File: src/rtl/pipelined_logic_gate.sv
// Bitwise N-input logic gate with a single registered output stage and
// valid/ready handshakes on both sides; counts output transfers.

module pipelined_logic_gate_lane #(
    parameter int NUM_IN = 4
) (
    input  logic [NUM_IN-1:0] bits,
    input  logic [2:0]        op,
    output logic              res
);
    always_comb begin
        res = 1'b0;
        unique case (op)
            3'b000:  res = &bits;
            3'b001:  res = |bits;
            3'b010:  res = ^bits;
            3'b011:  res = ~&bits;
            3'b100:  res = ~|bits;
            3'b101:  res = ~^bits;
            3'b110:  res = bits[0];
            default: res = 1'b0;
        endcase
    end
endmodule

module pipelined_logic_gate #(
    parameter int WIDTH  = 8,
    parameter int NUM_IN = 4
) (
    input  logic                    clk,
    input  logic                    rst_n,
    input  logic                    in_valid,
    output logic                    in_ready,
    input  logic [NUM_IN*WIDTH-1:0] in_data,
    input  logic [2:0]              op,
    output logic                    out_valid,
    input  logic                    out_ready,
    output logic [WIDTH-1:0]        out_data,
    output logic [15:0]             xact_cnt,
    output logic                    op_err
);
    // Bit b of every operand is gathered into one lane so each lane reduces NUM_IN bits.
    logic [WIDTH-1:0][NUM_IN-1:0] lane_bits;
    logic [WIDTH-1:0]             res;
    logic                         in_xfer;
    logic                         out_xfer;

    genvar b, k;
    generate
        for (b = 0; b < WIDTH; b++) begin : g_lane
            for (k = 0; k < NUM_IN; k++) begin : g_op
                assign lane_bits[b][k] = in_data[k*WIDTH + b];
            end
            pipelined_logic_gate_lane #(.NUM_IN(NUM_IN)) u_lane (
                .bits (lane_bits[b]),
                .op   (op),
                .res  (res[b])
            );
        end
    endgenerate

    assign in_ready = !out_valid || out_ready;
    assign in_xfer  = in_valid && in_ready;
    assign out_xfer = out_valid && out_ready;

    // A new accept takes priority, which also covers the simultaneous in/out transfer.
    always_ff @(posedge clk or negedge rst_n) begin
        if (!rst_n) begin
            out_valid <= 1'b0;
            out_data  <= '0;
        end else if (in_xfer) begin
            out_valid <= 1'b1;
            out_data  <= res;
        end else if (out_xfer) begin
            out_valid <= 1'b0;
        end
    end

    always_ff @(posedge clk or negedge rst_n) begin
        if (!rst_n) begin
            xact_cnt <= '0;
            op_err   <= 1'b0;
        end else begin
            if (out_xfer)
                xact_cnt <= xact_cnt + 16'd1;
            if (in_xfer && op == 3'b111)
                op_err <= 1'b1;
        end
    end
endmodule

File: config.mk
export PLATFORM = sky130hd
export DESIGN_NAME = pipelined_logic_gate
export DESIGN_NICKNAME = d
export VERILOG_FILES = /design/src/rtl/pipelined_logic_gate.sv
export SDC_FILE = /design/constraint.sdc
export NUM_CORES = 1
export LEC_CHECK = 0
export ABC_AREA = 1
export CORE_MARGIN = 2
export CORE_UTILIZATION = 35
export CTS_BUF_LIST = sky130_fd_sc_hd__clkbuf_4 sky130_fd_sc_hd__clkbuf_8
export CTS_CLUSTER_SIZE = 16
export DETAILED_ROUTE_END_ITERATION = 7
export SETUP_SLACK_MARGIN = 0.1
export SYNTH_ARGS = -nofsm -noshare
export SYNTH_HDL_FRONTEND = slang
export SYNTH_SLANG_ARGS = --single-unit
File: constraint.sdc
create_clock -name clk -period 1.85 [get_ports clk]
set_clock_uncertainty 0.05 [all_clocks]
set_input_delay 0.37 -clock clk [delete_from_list [all_inputs] [get_ports clk]]
set_output_delay 0.37 -clock clk [all_outputs]
set_load 0.02 [all_outputs]
==> run_results.csv <==
group,metric,value,unit
synthesis,synth_area,0.00251,mm²
worst_setup_path,path_class,"reg2out",
synthesis,avgSynthCellArea,6.28,µm²
synthesis,synth_top_area_share,25.9,%
synthesis,seq_area_frac_synth,25.9,%
synthesis,yosysMostFrequentCell,"nand2_1",
floorplan,num_rows,30,
sta,hold_viol_final,0,
detailed_routing,routed_wl,6.15,mm
floorplan,die_x,88.7,µm
synthesis,synth_warnings,0,
worst_setup_path,path_buf_inv,1,
detailed_routing,vias,2651,
cts,cts_buffer_depth,2,
floorplan,die-area,0.00788,mm²
sta,maxSlewViolCount,0,
cells_and_area,insertedDiodeCount,0,
global_route,grt_antenna_before_repair,0,
power_and_ir_drop,powerDensity,565,mW/mm²
cells_and_area,layout.filler_cells,661,
global_route,grt_use_total,15.9,%
sta,fin_hold_ws,0.411,ns
global_route,grt_remaining_overflow,0,
power_and_ir_drop,p_comb_share,41.7,%
place,placed_cells_incl_taps,589,
detailed_routing,wl_per_cell,10.4,µm
worst_setup_path,path_max_fanout,3,
place,place_ws,-0.147,ns
worst_setup_path,start_kind,"register",
global_route,grt_max_degree,27,
synthesis,synth_common_cells,"171 x nand2_1, 70 x inv_1, 34 x nor2_1",
cts,clock_latency,0.27,ns
worst_setup_path,worst_ep_required_time,1.43,ns
synthesis,synth-edff-count,0,
floorplan,num_io_pins,66,
power_and_ir_drop,switching_power,0.724,mW
cts,hold_buffers,0,
cells_and_area,syn2layout_area_growth,46.3,%
detailed_routing,vias_per_cell,4.47,
cells_and_area,drive_above_1_share,11.1,%
global_route,grt_pass1_wl,10.2,mm
detailed_routing,drt_iter0_drc,109,
cts,post_cts_buffers,0,
detailed_routing,drt_pass1_iterations,4,
worst_setup_path,crit_arrival,1.27,ns
sta,setup_viol,0,
cts,cts_tree,"done",
sta,fin_crit_sh,91.4,%
worst_setup_path,crit_chain,"clkdlybuf4s50_1",
synthesis,async_reset_ff_share,100,%
floorplan,start_util,36.6,%
synthesis,synth-seq-cells,26,
hold_path,hold_class,"in2async",
synthesis,netlist_top_cells_area,"dfrtp_1 26%, nand2_1 26%, ha_1 16%",
flow_run,cap_violations,0,
detailed_routing,route.antenna.remaining_nets,0,
run_status,outcome,"finished clean",
power_and_ir_drop,power.total,2.08,mW
worst_setup_path,endpoint_kind,"output pin",
cells_and_area,final_nets,570,
worst_setup_path,cp_top_family,"buffers and inverters",
floorplan,core,0.00687,mm²
sta,setup_ws,0.159,ns
place,hpwl,5.03,mm
power_and_ir_drop,p_leak,2.29,nW
synthesis,synth_ff_type,"dfrtp_1",
synthesis,syn-instance-count,400,
power_and_ir_drop,seqPwrFrac,35.6,%
sta,period_minus_slack,1.69,ns
sta,rsz0062_at_grt,"false",
cts,htree_levels,1,
power_and_ir_drop,p_int,1.35,mW
cells_and_area,final_cells,593,
cts,cts_buffers,3,
worst_setup_path,cpMaxStageDelayCell,"clkdlybuf4s50_1",
sta,slew_headroom,77.3,%
synthesis,syn_nets,472,
place,place.gp.congestion,0.852,
floorplan,die_h,88.7,µm
sta,fmax,0.591,GHz
cts,cts.root.buffer_cell,"clkbuf_8",
synthesis,yosysTopAreaCell,"dfrtp_1",
power_and_ir_drop,vdd.ir_drop.worst,318,µV
power_and_ir_drop,pwr-share-clk,22.7,%
cts,clk_pin_slew,0.09,ns
global_route,grt_pass1_vias,2422,
place,io_buffer_count,65,
detailed_routing,drcViolationCount,0,
cts,clock-sinks,26,
power_and_ir_drop,switching_share,34.8,%
sta,worstMarginPinSlew,0.341,ns
synthesis,synth_cell_types,22,
worst_setup_path,critPathMaxStageDelay,0.62,ns
-- repair_timing --
action	in CTS	in global routing
setup endpoints to repair	4	18
pin swaps	0	0
resized for setup	4	18
-- layer usage --
layer | wire [µm] | global-route usage [%] | vias up
met5 | 0 | 0 | -
met3 | 248 | 0.933 | 6
met4 | 72 | 3.31 | 0
met2 | 2940 | 28.9 | 61
li1 | - | - | 1400
met1 | 2890 | 20.7 | 1184
-- worst paths after layout --
kind	start	to	slack, ns	depth (start not counted)
worst max register to register	xact_cnt[0]$_DFFE_PN0P_	xact_cnt[14]$_DFFE_PN0P_	0.36	7
min in group clk	op_err$_DFFE_PN0P_	op_err$_DFFE_PN0P_	0.43	2
max in group asynchronous	rst_n	out_data[7]$_DFFE_PN0P_	1.09	2
worst min-delay path	rst_n	xact_cnt[3]$_DFFE_PN0P_	0.41	2
worst min register to register	op_err$_DFFE_PN0P_	op_err$_DFFE_PN0P_	0.43	2
worst max-delay path	xact_cnt[14]$_DFFE_PN0P_	xact_cnt[14]	0.16	1
-- cells by family (layout without fill, tap and decap cells) --
kind of cell,count (synthesis),after routing,share of synthesized area [%]
buffers and inverters,78,175,12.2
AOI/OAI and AO/OA,2,2,0.498
xor gates and xnor gates,10,10,3.48
and+or+nand+nor,251,251,41.5
DFF,26,26,25.9
adders and majority gates,33,33,16.4
-- through the flow --
| stage | cell area [µm²] | setup TNS (ns) | utilization [%] |
|---|---|---|---|
| final | 3680 | 0 | 53.6 |
| after global routing | 3680 | 0 | 53.6 |
| after CTS | 3590 | 0 | 52.3 |
| after detailed placement | 3530 | -0.515 | 51.3 |
| after global placement | 3530 | -0.468 | 51.3 |
| after floorplan | 2510 | 0 | - |
-- final cells by class --
class                           instances  area, µm²  share of cell area, %
Tap cell                               96        120                   3.27
Sequential cell                        26        651                   17.7
Multi-Input combinational cell        296       1610                   43.8
Clock inverter                          1       30.0                  0.816
Clock buffer                            3       41.3                   1.12
Inverter                               73        275                   7.48
Timing Repair Buffer                   98        950                   25.8
-- placed cells by master, fill, tap and decap left out --
cell type        synthesis  layout
ha_4                     0       4
nand4_1                 11      11
and2_2                   1       1
clkdlybuf4s50_1          0      49
nand2_1                171     171
dlygate4sd2_1            0       3
clkinv_2                 1       1
ha_1                    33      29
o21ai_0                  1       1
xnor2_1                  6       6
clkbuf_8                 0       3
inv_1                   70      70
bufinv_16                0       1
nor3_1                   2       2
nand3_1                 22      22
inv_2                    2       2
dfrtp_1                 26      26
xor2_1                   4       4
clkdlybuf4s15_1          0       1
nor2_1                  34      34
o31ai_1                  1       1
nor3_4                   1       1
buf_12                   0       2
dlymetal6s2s_1           0      12
nor2_2                   4       3
nor2_4                   1       2
nand2_2                  4       4
buf_4                    3      31
-- flip-flops by register name, summed over array words and instances (netlist names) --
name       cells
xact_cnt      16
out_data       8
op_err         1
out_valid      1
-- power by group through the flow --
stage / sequential [mW] / clock, mW / combinational, mW
after floorplan: 0.848 / 0 / 0.351
after global placement: 0.756 / 0 / 0.857
after detailed placement: 0.758 / 0 / 0.872
after CTS: 0.745 / 0.488 / 0.868
after global routing: 0.761 / 0.505 / 0.965
final: 0.741 / 0.472 / 0.867
No activity file was read; power rests on OpenSTA's default activity.
